$ cat src/rtl/kd_tree_ctrl.sv
// Host-side sequencer for a KD-tree of sort nodes: resets the tree, streams
// centers into the root node, then launches the sort and waits for completion.
module kd_tree_ctrl #(
    parameter int COMMAND_SIZE = 5,
    parameter int DATA_SIZE    = 24,
    parameter int TIMEOUT      = 1024,
    parameter int CNT_W        = 16
) (
    input  logic                    clk,
    input  logic                    reset,
    input  logic                    start,
    output logic                    busy,
    output logic                    done,
    output logic                    error,
    input  logic                    center_valid,
    input  logic [DATA_SIZE-1:0]    center_data,
    output logic                    center_ready,
    output logic [COMMAND_SIZE-1:0] cmd_to_root,
    output logic [DATA_SIZE-1:0]    data_to_root,
    input  logic [COMMAND_SIZE-1:0] cmd_from_root,
    output logic [CNT_W-1:0]        centers_loaded
);

    localparam logic [COMMAND_SIZE-1:0] CMD_NOP          = COMMAND_SIZE'(5'h00);
    localparam logic [COMMAND_SIZE-1:0] CMD_RST          = COMMAND_SIZE'(5'h1f);
    localparam logic [COMMAND_SIZE-1:0] CMD_RST_DONE     = COMMAND_SIZE'(5'h1e);
    localparam logic [COMMAND_SIZE-1:0] CMD_FILL         = COMMAND_SIZE'(5'h01);
    localparam logic [COMMAND_SIZE-1:0] CMD_FILL_DONE    = COMMAND_SIZE'(5'h05);
    localparam logic [COMMAND_SIZE-1:0] CMD_START_SORT   = COMMAND_SIZE'(5'h09);
    localparam logic [COMMAND_SIZE-1:0] CMD_VALID_SORT   = COMMAND_SIZE'(5'h0f);
    localparam logic [CNT_W-1:0]        PHASE_LAST       = CNT_W'(TIMEOUT - 1);

    typedef enum logic [2:0] {
        S_IDLE,
        S_TREE_RST,
        S_FILL,
        S_SORT_START,
        S_SORT_WAIT,
        S_DONE,
        S_ERR
    } state_t;

    state_t                  state_q;
    logic [COMMAND_SIZE-1:0] cmd_q;
    logic [DATA_SIZE-1:0]    data_q;
    logic                    done_q;
    logic                    error_q;
    logic [CNT_W-1:0]        loaded_q;
    logic [CNT_W-1:0]        phase_q;

    logic                    fill_done;
    logic                    transfer;
    logic                    phase_expired;
    logic [CNT_W-1:0]        phase_d;
    logic [CNT_W-1:0]        loaded_d;

    function automatic logic [CNT_W-1:0] sat_inc(input logic [CNT_W-1:0] v);
        return (&v) ? v : v + CNT_W'(1);
    endfunction

    assign fill_done     = (cmd_from_root == CMD_FILL_DONE);
    assign center_ready  = (state_q == S_FILL) && !fill_done;
    assign transfer      = center_valid && center_ready;
    assign phase_expired = (phase_q == PHASE_LAST);
    assign phase_d       = phase_q + CNT_W'(1);
    assign loaded_d      = sat_inc(loaded_q);

    assign busy           = (state_q != S_IDLE);
    assign done           = done_q;
    assign error          = error_q;
    assign cmd_to_root    = cmd_q;
    assign data_to_root   = data_q;
    assign centers_loaded = loaded_q;

    // Exit conditions are tested before the timeout so a same-cycle exit wins.
    always_ff @(posedge clk) begin
        if (reset) begin
            state_q  <= S_IDLE;
            cmd_q    <= CMD_NOP;
            data_q   <= '0;
            done_q   <= 1'b0;
            error_q  <= 1'b0;
            loaded_q <= '0;
            phase_q  <= '0;
        end else begin
            done_q <= 1'b0;
            cmd_q  <= CMD_NOP;
            case (state_q)
                S_IDLE: begin
                    data_q <= '0;
                    if (start) begin
                        state_q  <= S_TREE_RST;
                        cmd_q    <= CMD_RST;
                        error_q  <= 1'b0;
                        loaded_q <= '0;
                        phase_q  <= '0;
                    end
                end
                S_TREE_RST: begin
                    if (cmd_from_root == CMD_RST_DONE) begin
                        state_q <= S_FILL;
                        phase_q <= '0;
                    end else if (phase_expired) begin
                        state_q <= S_ERR;
                        error_q <= 1'b1;
                    end else begin
                        cmd_q   <= CMD_RST;
                        phase_q <= phase_d;
                    end
                end
                S_FILL: begin
                    if (fill_done) begin
                        state_q <= S_SORT_START;
                        cmd_q   <= CMD_START_SORT;
                        data_q  <= '0;
                    end else if (transfer) begin
                        // Each accepted center restarts the idle-gap timer.
                        cmd_q    <= CMD_FILL;
                        data_q   <= center_data;
                        loaded_q <= loaded_d;
                        phase_q  <= '0;
                    end else if (phase_expired) begin
                        state_q <= S_ERR;
                        error_q <= 1'b1;
                    end else begin
                        phase_q <= phase_d;
                    end
                end
                S_SORT_START: begin
                    if (cmd_from_root == CMD_VALID_SORT) begin
                        state_q <= S_DONE;
                        done_q  <= 1'b1;
                    end else begin
                        state_q <= S_SORT_WAIT;
                        phase_q <= '0;
                    end
                end
                S_SORT_WAIT: begin
                    if (cmd_from_root == CMD_VALID_SORT) begin
                        state_q <= S_DONE;
                        done_q  <= 1'b1;
                    end else if (phase_expired) begin
                        state_q <= S_ERR;
                        error_q <= 1'b1;
                    end else begin
                        phase_q <= phase_d;
                    end
                end
                S_DONE:  state_q <= S_IDLE;
                S_ERR:   state_q <= S_IDLE;
                default: state_q <= S_IDLE;
            endcase
        end
    end

endmodule

$ cat config.mk
export PLATFORM = sky130hd
export DESIGN_NAME = kd_tree_ctrl
export DESIGN_NICKNAME = d
export VERILOG_FILES = /design/src/rtl/kd_tree_ctrl.sv
export SDC_FILE = /design/constraint.sdc
export NUM_CORES = 1
export LEC_CHECK = 0
export BUFFER_PORTS_ARGS = -buffer_cell sky130_fd_sc_hd__buf_4
export CORE_MARGIN = 2
export CORE_UTILIZATION = 50
export CTS_CLUSTER_SIZE = 30
export DETAILED_ROUTE_END_ITERATION = 10
export GPL_ROUTABILITY_DRIVEN = 0
export HOLD_SLACK_MARGIN = 0.05
export PLACE_DENSITY = 0.87
export SETUP_SLACK_MARGIN = 0.3
export SLEW_MARGIN = 10
export SYNTH_ARGS = -nofsm -noshare
export SYNTH_HDL_FRONTEND = slang
export SYNTH_SLANG_ARGS = --single-unit
$ cat constraint.sdc
create_clock -name clk -period 5.6 [get_ports clk]
set_clock_uncertainty 0.2 [all_clocks]
set_input_delay 0.56 -clock clk [delete_from_list [all_inputs] [get_ports clk]]
set_output_delay 0.56 -clock clk [all_outputs]
set_load 0.05 [all_outputs]
# ---- Word level (Yosys, flattened, before mapping)
# Cells that the tools add are included.
dict set report op_classes {
  add_sub_neg 2
  eq_ne 18
  mux 37
  bitwise_logic 1
  reduce_logical 16
}
# cell n
set ops {}
lappend ops {{16-bit two-way mux} 10}
lappend ops {{16-bit one-hot mux with 5 select lines} 1}
lappend ops {{24-bit two-way mux} 2}
lappend ops {{24-bit one-hot mux with 2 select lines} 1}
lappend ops {{16-bit by 1-bit adder with 16-bit output (second input constant)} 2}
lappend ops {{16-bit one-hot mux with 2 select lines} 1}
lappend ops {{3-bit two-way mux} 6}
lappend ops {{16-bit by 10-bit == test with 1-bit output (second input constant)} 1}
lappend ops {{2-bit inequality test (second input constant)} 8}
lappend ops {{16-bit AND reduction} 1}
lappend ops {{5-bit two-way mux} 3}
lappend ops {{3-bit one-hot mux with 5 select lines} 1}
lappend ops {{5-bit one-hot mux with 3 select lines} 1}
lappend ops {{5-bit AND reduction} 2}
lappend ops {{1-bit two-way mux} 9}
lappend ops {{3-bit by 2-bit == test with 1-bit output (second input constant)} 2}
lappend ops {{3-bit inequality test (second input constant)} 2}
lappend ops {{6-bit AND reduction} 1}
lappend ops {{5-bit by 3-bit == test with 1-bit output (second input constant)} 1}
lappend ops {{5-bit by 4-bit == test with 1-bit output (second input constant)} 1}
lappend ops {{5-bit == test (second input constant)} 1}
lappend ops {{5-bit nonzero test} 1}
lappend ops {{4-bit two-way mux} 1}
lappend ops {{1-bit one-hot mux with 4 select lines} 1}
lappend ops {{other kinds (11)} 14}
dict set report totals {
  reg_bits 66
  inputBits 33
  out_inout_bits 49
  word_cells 81
}

# ---- Longest topological paths before layout
# Gate-level depths: netlist (run 1).
dict set report depth {
  word_depth 7
  depth_mapped 8
  ltp_nobuf 7
}

# ---- Least setup slack after synthesis (run 1)
# Ideal clock, no wire load.
dict set report synth_path {
  path_type {in2out}
  from {in cmd_from_root[4]}
  to {out center_ready}
  arrival_ns 1.861
  t_required_ns 4.840
  slack_ns 2.979
  cell_stages 4
  n_path_buf 2
  path_cell_list {nand3b_1 o21a_1 clkbuf_1 clkbuf_1}
}
dict set report synth_between {
  elab_chain_len 3
}
# element line_no
set synth_rtl {}
lappend synth_rtl {{start, declared} 20} ;# input logic [COMMAND_SIZE-1:0] cmd_from_root,
lappend synth_rtl {{5-bit by 3-bit == test with 1-bit output} 61} ;# assign fill_done = (cmd_from_root == CMD_FILL_DONE);
lappend synth_rtl {{1-bit logical NOT} 62} ;# assign center_ready = (state_q == S_FILL) && !fill_done;
lappend synth_rtl {{1-bit logical AND} 62}
lappend synth_rtl {{end, declared} 17} ;# output logic center_ready,
# No other way between the ends.

# ---- Worst setup path after layout (run 1)
dict set report layout_path {
  from {reg state_q[1]}
  to {out center_ready}
}
dict set report layout_between {
  elab_chain_len 2
}
# element line_no
set layout_rtl {}
lappend layout_rtl {{start, declared} 43} ;# state_t state_q;
lappend layout_rtl {{start signal, assigned} 78} ;# state_q <= S_IDLE;
lappend layout_rtl {{start signal, assigned} 92} ;# state_q <= S_TREE_RST;
lappend layout_rtl {{start signal, assigned} 101} ;# state_q <= S_FILL;
lappend layout_rtl {{3-bit by 2-bit == test with 1-bit output} 62}
lappend layout_rtl {{1-bit logical AND} 62}
# No other way between the ends.

==> results of run 1 <==
## through the flow
stage | setup WS [ns] | area [um^2] | std cells
after floorplan | 2.979 | 2984 | 360
after global placement | 2.511 | 3605 | 497
after detailed placement | 2.397 | 3605 | 497
after CTS | 2.292 | 3806 | 512
after global routing | 2.069 | 3806 | 512
final | 2.270 | 3806 | 512
## critical path, stage by stage, from the launching register on
cell and delay [ns]:
dfxtp_1 0.53, nor3b_4 0.45, o21a_1 0.89, buf_4 0.34
## layout make-up
class | instances | area, um^2 | share of cell area
Clock buffer | 11 | 131.4 | 0.03452
Tap cell | 75 | 93.84 | 0.02465
Inverter | 5 | 18.77 | 0.004931
Timing Repair Buffer | 83 | 623.1 | 0.1637
Multi-Input combinational cell | 270 | 1588 | 0.4172
Clock inverter | 4 | 70.07 | 0.01841
Sequential cell | 64 | 1281 | 0.3366
## synthesized netlist by cell type, types with 2 or more instances
| cell | count |
|---|---|
| xor2_1 | 18 |
| nor2b_1 | 2 |
| a31oi_1 | 3 |
| and2_1 | 2 |
| or2_2 | 4 |
| inv_1 | 5 |
| buf_2 | 2 |
| nor3_1 | 5 |
| xnor2_1 | 6 |
| a211o_1 | 2 |
| a211oi_1 | 2 |
| nand3b_1 | 2 |
| and3_1 | 3 |
| clkbuf_1 | 15 |
| nand2b_1 | 4 |
| nor2_1 | 43 |
| ha_1 | 2 |
| nor4b_1 | 2 |
| or3_1 | 2 |
| or4_1 | 2 |
| nand3_1 | 33 |
| buf_4 | 2 |
| o21ai_0 | 8 |
| a21oi_1 | 41 |
| nand2_1 | 37 |
| nor4_1 | 2 |
| a21o_1 | 2 |
| nand4_1 | 16 |
| and4_1 | 3 |
| nor3b_1 | 2 |
| dfxtp_1 | 64 |
## layer usage
layer  vias up  share of wire  GRT usage
li1       1417              -          -
met1      1356           0.40     0.2654
met2       107           0.51     0.4025
met3        13          0.073    0.07111
met4         0          0.019     0.1288
met5         -              0          0
## layout by cell type, fill, tap and decap left out, types with 3 or more instances in the layout
cell type  count
buf_4         83
dfxtp_1       64
nor2_1        43
a21oi_1       41
nand2_1       37
nand3_1       33
xor2_1        18
nand4_1       16
clkbuf_8       9
o21ai_0        8
xnor2_1        6
inv_1          5
nor3_1         5
or2_2          4
nand2b_1       4
and3_1         3
and4_1         3
a31oi_1        3
## power by group
group / switching, mW / internal (mW) / leakage (nW) / total (mW)
Clock: 0.171 / 0.247 / 0.103 / 0.418
Sequential: 0.0278 / 0.473 / 0.517 / 0.501
Combinational: 0.230 / 0.0983 / 0.958 / 0.328
## worst max-delay path by stage
stage / from / end / slack [ns] / cells past startpoint
after floorplan: cmd_from_root[4] / center_ready / 2.98 / 4
final: state_q[1] / center_ready / 2.27 / 3
after detailed placement: cmd_from_root[4] / phase_q[0] / 2.40 / 7
after global routing: state_q[1] / phase_q[0] / 2.07 / 5
after global placement: cmd_from_root[1] / phase_q[6] / 2.51 / 7
after CTS: state_q[1] / center_ready / 2.29 / 3
## flip-flops by register name, indices dropped and copies added (netlist names)
name	cells
centers_loaded	16
cmd_to_root	3
data_to_root	24
done	1
error	1
phase_q	16
state_q	3
## logic make-up after synthesis
group / after synthesis
AO/OA/AOI/OAI: 72
adder cells (fa/ha/maj): 2
flip-flops: 64
buffers and inverters: 26
XOR/XNOR: 24
AND/OR/NAND/NOR: 171
multiplexers: 1
==> out/summary.txt, run 1 <==
Die area - 6602 um^2
First-pass GRT wire length - 11960 um
Xor/xnor share of the synthesized area - 0.07044
CORE AREA - 5851 um^2
Post-synth top area share - 0.4294
Setup_tns - 0 ns
Setup Fix Bufs, Post-CTS - 0
Number of synthesized flops with an enable pin - 0
Antenna Cells - 0
Die Ht - 81.26 um
Synthesized cell area - 2984 um^2
Fin Hold WS - 0.2526 ns
Final hold vios - 0
Max IR drop VDD - 154.5 uV
Number of global-route vias before repair - 2723
I/O pin count - 82
CTS tree - done
Period utilization - 0.5946
Total CTS buffers - 9
MaxCap Viol Count - 0
Slew @ Worst Pin - 1.045 ns
Status - complete, no violations
Via count - 2893
# DRC - 0
R2R setup slack - 2.31 ns
Total nets after synthesis - 395
NumNets Final - 468
Fmax - 0.3003 GHz
Final Util - 0.6506
Distinct cells, synth - 55
Synth-to-Final Area Change - 27.55%
Adder-cell share of the synthesized area - 0.008386
Worst setup path class - reg -> out
Share of cells above drive strength 1 - 0.2426
RSZ-0062 raised after global routing - no
Slew Limit Fails - 0
DRT iter0 DRCs - 230
H-tree depth - 3
Top FF cell, synth - dfxtp_1
Simple-Gate Fraction of Synth Area - 0.2956
Cell area power density - 327.7 nW/um^2
Starting Density - 0.5101
Tmin final - 3.330 ns
Post-Syn Instances - 360
Vias/cell - 5.650
Hold Crit Start - data_to_root[12]
CTS resizes - 0
Drt total wl - 7384 um
Worst setup SP type - flip-flop
Global route overflow - 0
Hold-fix buffers, CTS - 0
CP required - 4.84 ns
Sequential cell area fraction in the yosys report - 0.4294
Die Width - 81.26 um
Rows - 28
Fillcell total - 493
Port Buffer Count - 81
Synth warnings - 0
Mux cell area share after synthesis - 0.003354
Synth area leader - dfxtp_1
Initial antenna violation count - 0
Lkg Pwr - 1.578 nW
Final setup fails - 0
Drt first pass iters - 4
Worst-path maximum fanout - 30
GRT Overall Usage - 0.2369
Worst setup EP type - primary output
Worst hold path class - reg -> reg
Slew headroom - 0.3033
#FFs+latches synth - 64
CTS Root Buffer Type - clkbuf_8
Clock latency on the worst-skew pair - 0.35 ns
Reg-to-Reg Start - state_q[1]
Largest family of logic cells by synthesized area - simple AND/OR/NAND/NOR gates
Clock sinks - 64
Reg clk slew, reported paths - 0.07 ns
WHS Endpoint - data_to_root[12]
Power Total - 1.247 mW
CTS Buffer Depth - 2
Synth async-reset ratio - 0
Largest net degree at the start of global routing - 38
Worst reg2reg path depth - 5
Compound-Gate Fraction of Synth Area - 0.1543
Post-route ant nets - 0
Capturing point of the worst reg2reg path - phase_q[0]
DR WL/cell - 14.42 um
Worst Path Arrival - 2.57 ns
Syn_area_per_cell - 8.289 um^2
Hold depth - 2
Area contributors post-synth - dfxtp_1, a21oi_1, nand3_1
Post-DP HPWL - 5213 um
(Power assumes the default switching activity.)
==> run 2, diff against run 1 <==
--- a/config.mk
+++ b/config.mk
@@ -5,14 +5,15 @@
 export SDC_FILE = /design/constraint.sdc
 export NUM_CORES = 1
 export LEC_CHECK = 0
+export ABC_AREA = 1
 export BUFFER_PORTS_ARGS = -buffer_cell sky130_fd_sc_hd__buf_4
 export CORE_MARGIN = 2
-export CORE_UTILIZATION = 50
+export CORE_UTILIZATION = 48
 export CTS_CLUSTER_SIZE = 30
 export DETAILED_ROUTE_END_ITERATION = 10
 export GPL_ROUTABILITY_DRIVEN = 0
 export HOLD_SLACK_MARGIN = 0.05
-export PLACE_DENSITY = 0.87
+export PLACE_DENSITY = 0.86
 export SETUP_SLACK_MARGIN = 0.3
 export SLEW_MARGIN = 10
 export SYNTH_ARGS = -nofsm -noshare
==> constraint.sdc (replaced) <==
create_clock -name clk -period 3.05 [get_ports clk]
set_clock_uncertainty 0.2 [all_clocks]
set_input_delay 0.305 -clock clk [delete_from_list [all_inputs] [get_ports clk]]
set_output_delay 0.305 -clock clk [all_outputs]
set_load 0.05 [all_outputs]
==> run 2 against run 1 <==
First-iteration DRC count decreased by 13%. Critical endpoint unchanged. Critical path type unchanged. Synthesized cell count increased by 39%. Highest routed layer unchanged. Worst hold slack got worse by 0.16 ns. Sequential share of layout area decreased by 4.4 points. Design area increased by 15%.
==> out/summary.txt, run 2 <==
Starting Density - 0.4914 (-0.01862)
Total nets after synthesis - 537 (+36%)
Rows - 30 (+7.1%)
Int Pwr - 1.367 mW (+67%)
Power Total - 1.966 mW (+58%)
Synth-to-Final Area Change - 32.55%
Period utilization - 0.7773
Met1 usage - 0.2921 (+0.02666)
Post-Syn Instances - 502 (+39%)
Slew Limit Fails - 0 (unchanged)
CORE AREA - 6719 um^2 (+15%)
Fmax - 0.4218 GHz
Slew @ Worst Pin - 0.6173 ns (-0.4278 ns)
Synth warnings - 0 (unchanged)
Final hold vios - 0 (unchanged)
Combinational power share - 0.177 (-0.086)
Slew headroom - 0.5875 (+0.2842)
Sequential cell area fraction in the yosys report - 0.3880 (-0.04132)
Commonest non-fill, non-tap cells in the layout - nand2_1, nor2_1, buf_4, dfxtp_1, a21oi_1
Most common cell in the netlist - nand2_1
#FFs+latches synth - 64 (unchanged)
RSZ-0062 raised after global routing - no
Area contributors post-synth - dfxtp_1, nand2_1, nor2_1
Worst hold path class - in -> reg
GRT Overall Usage - 0.2464 (+0.009512)
CP required - 2.54 ns (-2.30 ns)
Total CTS buffers - 9 (unchanged)
# DRC - 0 (unchanged)
CTS tree - done
H-tree depth - 3 (unchanged)
GRT met2 Usage - 0.4212 (+0.01876)
Commonest non-fill, non-tap cell in the layout - nand2_1
Die area - 7559 um^2 (+14%)
Post-synth top area share - 0.3880 (-0.04132)
Die Width - 86.94 um (+7.0%)
Post-route ant nets - 0 (unchanged)
Drt first pass iters - 5 (+1)
Final setup fails - 0 (unchanged)
Status - complete, no violations
Cell area power density - 449.3 nW/um^2 (+37%)
Worst setup path class - reg -> out
Reg clk slew, reported paths - 0.07 ns (about the same)
DR WL/cell - 13.11 um (-9.1%)
M3 GR Usage - 0.06256 (-0.008552)
Max IR drop VDD - 394.6 uV (+160%)
Share of cells above drive strength 1 - 0.1878 (-0.05475)
Top FF cell, synth - dfxtp_1
Psw - 0.5990 mW (+40%)
Setup_tns - 0 ns (unchanged)
Largest net degree at the start of global routing - 30 (-21%)
CTS Buffer Depth - 2 (unchanged)
MaxCap Viol Count - 0 (unchanged)
NumNets Final - 637 (+36%)
Number of global-route vias before repair - 3459 (+27%)
Global route overflow - 0 (unchanged)
Worst-path maximum fanout - 25 (-17%)
Port Buffer Count - 81 (unchanged)
Distinct cells, synth - 32 (-42%)
Synthesized cell area - 3302 um^2 (+11%)
Number of synthesized flops with an enable pin - 0 (unchanged)
Synth area leader - dfxtp_1
Sequential share of power - 0.448 (+0.046)
Lkg Pwr - 1.849 nW (+17%)
First-pass GRT wire length - 15070 um (+26%)
Worst setup SP type - flip-flop
Tmin final - 2.371 ns
Vias/cell - 5.291 (-6.4%)
Setup Fix Bufs, Post-CTS - 0 (unchanged)
DRT iter0 DRCs - 201 (-13%)
Drt total wl - 9010 um (+22%)
Fin area - 4377 um^2 (+15%)
Clock latency on the worst-skew pair - 0.35 ns (about the same)
GRT busiest layer - met2
Clock sinks - 64 (unchanged)
Number of cells after detailed placement - 647 (+30%)
I/O pin count - 82 (unchanged)
Worst Path Arrival - 1.87 ns (-0.70 ns)
Via count - 3635 (+26%)
Clk pwr share - 0.375 (+0.040)
Max FFs per register - 24 (unchanged)
Placed inst area - 3930 um^2 (+9.0%)
Sw Ratio - 0.3046 (-0.03923)
Post-DP HPWL - 6053 um (+16%)
Worst setup EP type - primary output
Fin cells - 687 (+34%)
Synth async-reset ratio - 0 (unchanged)
Syn_area_per_cell - 6.578 um^2 (-21%)
Top post-synthesis cells by count - nand2_1, nor2_1, dfxtp_1
Die Ht - 86.94 um (+7.0%)
Antenna Cells - 0 (unchanged)
Initial antenna violation count - 0 (unchanged)
CTS Root Buffer Type - clkbuf_8
[run 2: cell types whose count changed in the layout (fill, tap and decap cells not counted), moves of 14 or more]
cell | before | now
a21oi_1 | 41 | 55
dlygate4sd3_1 | 0 | 24
nor2_1 | 43 | 96
inv_1 | 5 | 43
nand2_1 | 37 | 98
o21ai_0 | 8 | 29
[run 2: metrics by stage]
step | utilization | setup slack, ns | hold WS, ns
2_1_floorplan | - | 0.7204 | 0.2556
3_3_place_gp | 0.5849 | 0.4855 | 0.2521
3_5_place_dp | 0.5849 | 0.3937 | 0.2697
4_1_cts | 0.6507 | 0.3741 | 0.08704
5_1_grt | 0.6514 | 0.4534 | 0.1072
6_report | 0.6514 | 0.6791 | 0.09130
[run 2: layout make-up]
| type | count | area [um^2] |
|---|---|---|
| tap | 80 | 100.1 |
| clock buffer | 9 | 123.9 |
| sequential | 64 | 1281 |
| inverter | 48 | 180.2 |
| timing repair buffer | 108 | 870.8 |
| multi-input combinational | 371 | 1743 |
| clock inverter | 7 | 77.57 |
| fill | 559 | 2342 |
[run 2: cells by family after synthesis]
family	synth area share
AOI/OAI and AO/OA	0.1455
xor gates and xnor gates	0.02387
adders and majority gates	0.007577
buffers and inverters	0.08564
DFF	0.3880
and+or+nand+nor	0.3494
[run 2: metal layers]
layer,vias up,wire length (um),part of all wire
met1,1641,3791,0.42
met2,152,4400,0.49
met5,-,0,0
li1,1827,-,-
met4,0,164,0.018
met3,15,654,0.073
[run 2: repair_timing]
action	4_1_cts	5_1_grt
endpoints found under the hold margin	24	0
hold buffers	24	0
setup endpoints to repair	0	24
resized for setup	0	1
[run 2: path summary, 6_finish.rpt]
kind / startpoint / cells after the start / to / slack (ns)
worst max-delay path: state_q[1] / 5 / center_ready / 0.68
worst min-delay path: reset / 2 / centers_loaded[15] / 0.09
worst max register to register: state_q[0] / 9 / data_to_root[21] / 0.72
worst min register to register: error / 2 / error / 0.28
[run 2: worst max-delay path: stages, from the launching register on]
cell,delay [ns]
dfxtp_1,0.39
inv_1,0.11
nor3_4,0.21
nand2_2,0.15
inv_2,0.36
buf_4,0.28
[run 2: power by group through the flow]
| stage | registers, mW | clock network [mW] | logic (mW) |
|---|---|---|---|
| final | 0.880 | 0.738 | 0.348 |
| after global routing | 0.883 | 0.783 | 0.375 |
| after CTS | 0.880 | 0.743 | 0.344 |
| after detailed placement | 0.898 | 0 | 0.318 |
| after global placement | 0.898 | 0 | 0.313 |
| after floorplan | 0.979 | 0 | 0.139 |
==> run 3, diff against run 2 <==
--- a/config.mk
+++ b/config.mk
@@ -5,15 +5,15 @@
 export SDC_FILE = /design/constraint.sdc
 export NUM_CORES = 1
 export LEC_CHECK = 0
-export ABC_AREA = 1
+export ABC_AREA = 0
 export BUFFER_PORTS_ARGS = -buffer_cell sky130_fd_sc_hd__buf_4
 export CORE_MARGIN = 2
-export CORE_UTILIZATION = 48
+export CORE_UTILIZATION = 50
 export CTS_CLUSTER_SIZE = 30
 export DETAILED_ROUTE_END_ITERATION = 10
 export GPL_ROUTABILITY_DRIVEN = 0
 export HOLD_SLACK_MARGIN = 0.05
-export PLACE_DENSITY = 0.86
+export PLACE_DENSITY = 0.87
 export SETUP_SLACK_MARGIN = 0.3
 export SLEW_MARGIN = 10
 export SYNTH_ARGS = -nofsm -noshare
==> constraint.sdc (replaced) <==
create_clock -name clk -period 2.3 [get_ports clk]
set_clock_uncertainty 0.2 [all_clocks]
set_input_delay 0.23 -clock clk [delete_from_list [all_inputs] [get_ports clk]]
set_output_delay 0.23 -clock clk [all_outputs]
set_load 0.05 [all_outputs]
==> run 3 against run 2 <==
Total power grew 70%. Clock-buffer cell count up 4. Largest power group unchanged. Sequential share of layout area down 0.39 points. Cell count is 17% lower. Register-to-register slack worse by 0.58 ns. Sequential cell count unchanged.
==> out/summary.txt, run 3 (synthesis results as in run 1) <==
Cell area power density - 734.9 nW/um^2 (+64%)
Sequential share of power - 0.362 (-0.086)
H-tree depth - 3 (unchanged)
Final hold vios - 0 (unchanged)
Register Area - 1314 um^2 (+2.5%)
Rows - 28 (-6.7%)
Share of cells above drive strength 1 - 0.3616 (+0.1738)
Worst-path maximum fanout - 6 (-76%)
Antenna Cells - 0 (unchanged)
Commonest non-fill, non-tap cells in the layout - buf_4, dfxtp_1, nor2_1, a21oi_1, nand2_1
Reg clk slew, reported paths - 0.07 ns (about the same)
I/O pin count - 82 (unchanged)
Synth-to-Final Area Change - 52.41%
Slew @ Worst Pin - 0.4190 ns (-0.1983 ns)
Setup_tns - 0 ns (unchanged)
Initial antenna violation count - 0 (unchanged)
DRT iter0 DRCs - 276 (+37%)
Worst-path cell chain - or4bb_4 > nor4_4 > buf_6 > nand2b_1 > and2_4 > a21oi_1 > o21bai_1
Final setup fails - 0 (unchanged)
Slew headroom - 0.7207 (+0.1332)
# DRC - 0 (unchanged)
Combinational power share - 0.344 (+0.167)
Port Buffer Count - 81 (unchanged)
Via count - 3323 (-8.6%)
Int Pwr - 2.179 mW (+59%)
Worst Path Buf+Inv - 1 (-2)
Clk pwr share - 0.293 (-0.082)
Status - complete, no violations
Worst setup EP type - flip-flop
Global route overflow - 0 (unchanged)
Fmax - 0.4632 GHz
Max IR drop VDD - 544.3 uV (+38%)
CTS tree - done
CP required - 2.31 ns (-0.23 ns)
Slowest CP cell - or4bb_4
Drt total wl - 9527 um (+5.7%)
GRT Overall Usage - 0.2477 (+0.001279)
CTS Buffer Depth - 2 (unchanged)
Worst setup SP type - flip-flop
Fin Hold WS - 0.08626 ns (-0.005047 ns)
Die Ht - 81.26 um (-6.5%)
Final Util - 0.7774 (+0.1260)
Worst hold path class - in -> reg
Die area - 6602 um^2 (-13%)
Worst Path Arrival - 2.17 ns (+0.30 ns)
RSZ-0062 raised after global routing - yes
Clock sinks - 64 (unchanged)
Largest net degree at the start of global routing - 38 (+27%)
Starting Density - 0.5101 (+0.01862)
Clock latency on the worst-skew pair - 0.34 ns (about the same)
Lkg Pwr - 1.912 nW (+3.4%)
Sw Ratio - 0.3479 (+0.04329)
Drt first pass iters - 6 (+1)
DR WL/cell - 16.71 um (+27%)
Period utilization - 0.9387
Total CTS buffers - 9 (unchanged)
Post-DP HPWL - 5210 um (-14%)
Max FFs per register - 24 (unchanged)
Max incr delay on CP - 0.54 ns (+0.15 ns)
CORE AREA - 5851 um^2 (-13%)
First-pass GRT wire length - 12800 um (-15%)
Die Width - 81.26 um (-6.5%)
Slew Limit Fails - 0 (unchanged)
Worst setup path class - reg -> reg
Fillcell total - 380 (-32%)
Tmin final - 2.159 ns
Number of global-route vias before repair - 2864 (-17%)
CTS Root Buffer Type - clkbuf_8
CP delay by family, top - simple AND/OR/NAND/NOR gates
NumNets Final - 525 (-18%)
MaxCap Viol Count - 0 (unchanged)
Post-route ant nets - 0 (unchanged)
Commonest non-fill, non-tap cell in the layout - buf_4
Multi-input gate area - 1708 um^2 (-2.0%)
Psw - 1.163 mW (+94%)
Vias/cell - 5.830 (+10%)
## run 3: cell types whose count changed in the layout (fill, tap and decap cells not counted), sizes merged, moves of 5 or more
cell,delta
buf,+29
xor2,+11
nand4,+5
nand3,-11
nor2,-56
inv,-45
a21oi,-14
nand2,-64
or2,+5
clkbuf,+7
o21ai,-24
## run 3: cell type report
type                       instances  area share
clock buffer                      13     0.03494
clock inverter                     3    0.008803
inverter                           5    0.004127
multi-input combinational        270      0.3755
sequential                        64      0.2889
tap                               75     0.02063
timing repair buffer             140      0.2671
## run 3: layer usage
layer / share of wire / track usage / vias to the layer above
met4: 0.029 / 0.09153 / 0
met3: 0.075 / 0.06667 / 45
met1: 0.40 / 0.2924 / 1550
met5: 0 / 0 / -
li1: - / - / 1536
met2: 0.49 / 0.4298 / 192
## run 3: power groups by stage
stage / clock network, mW / registers [mW] / logic, mW
floorplan: 0 / 1.30 / 0.530
global placement: 0 / 1.23 / 0.924
detailed placement: 0 / 1.23 / 0.944
CTS: 0.988 / 1.20 / 0.988
global route: 1.04 / 1.22 / 1.20
finish: 0.980 / 1.21 / 1.15
## run 3: path summary, 6_finish.rpt
check             startpoint         endpoint  slack (ns)  cells past startpoint
max              phase_q[10]   cmd_to_root[0]        0.14                      7
min             center_valid   cmd_to_root[0]        0.09                      3
max reg2reg      phase_q[10]   cmd_to_root[0]        0.14                      7
min reg2reg  data_to_root[3]  data_to_root[3]        0.26                      2
## run 3: repair_timing
| item | 4_1_cts | 5_1_grt |
|---|---|---|
| setup buffers | 7 | 7 |
| endpoints found under the setup margin | 35 | 30 |
| resized for setup | 17 | 33 |
| hold buffers | 24 | 0 |
| pin swaps | 12 | 17 |
| gates cloned | 0 | 3 |
| hold endpoints to repair | 24 | 0 |
## run 3: worst register-to-register path: cells and delay by family, from the launching register on
kind	cells	cell delay (ns)
simple gates	4	1.09
flops	1	0.35
buf+inv	1	0.17
compound gates	2	0.23
## run 3: per-stage QoR
stage,total power [mW],std cells,setup slack [ns],area [um^2]
after floorplan,1.828,360,0.2584,3022
after global placement,2.151,513,0.1281,3775
after detailed placement,2.172,513,0.09350,3775
after CTS,3.179,560,0.2001,4307
after global routing,3.462,570,0.05576,4548
final,3.342,570,0.1410,4548
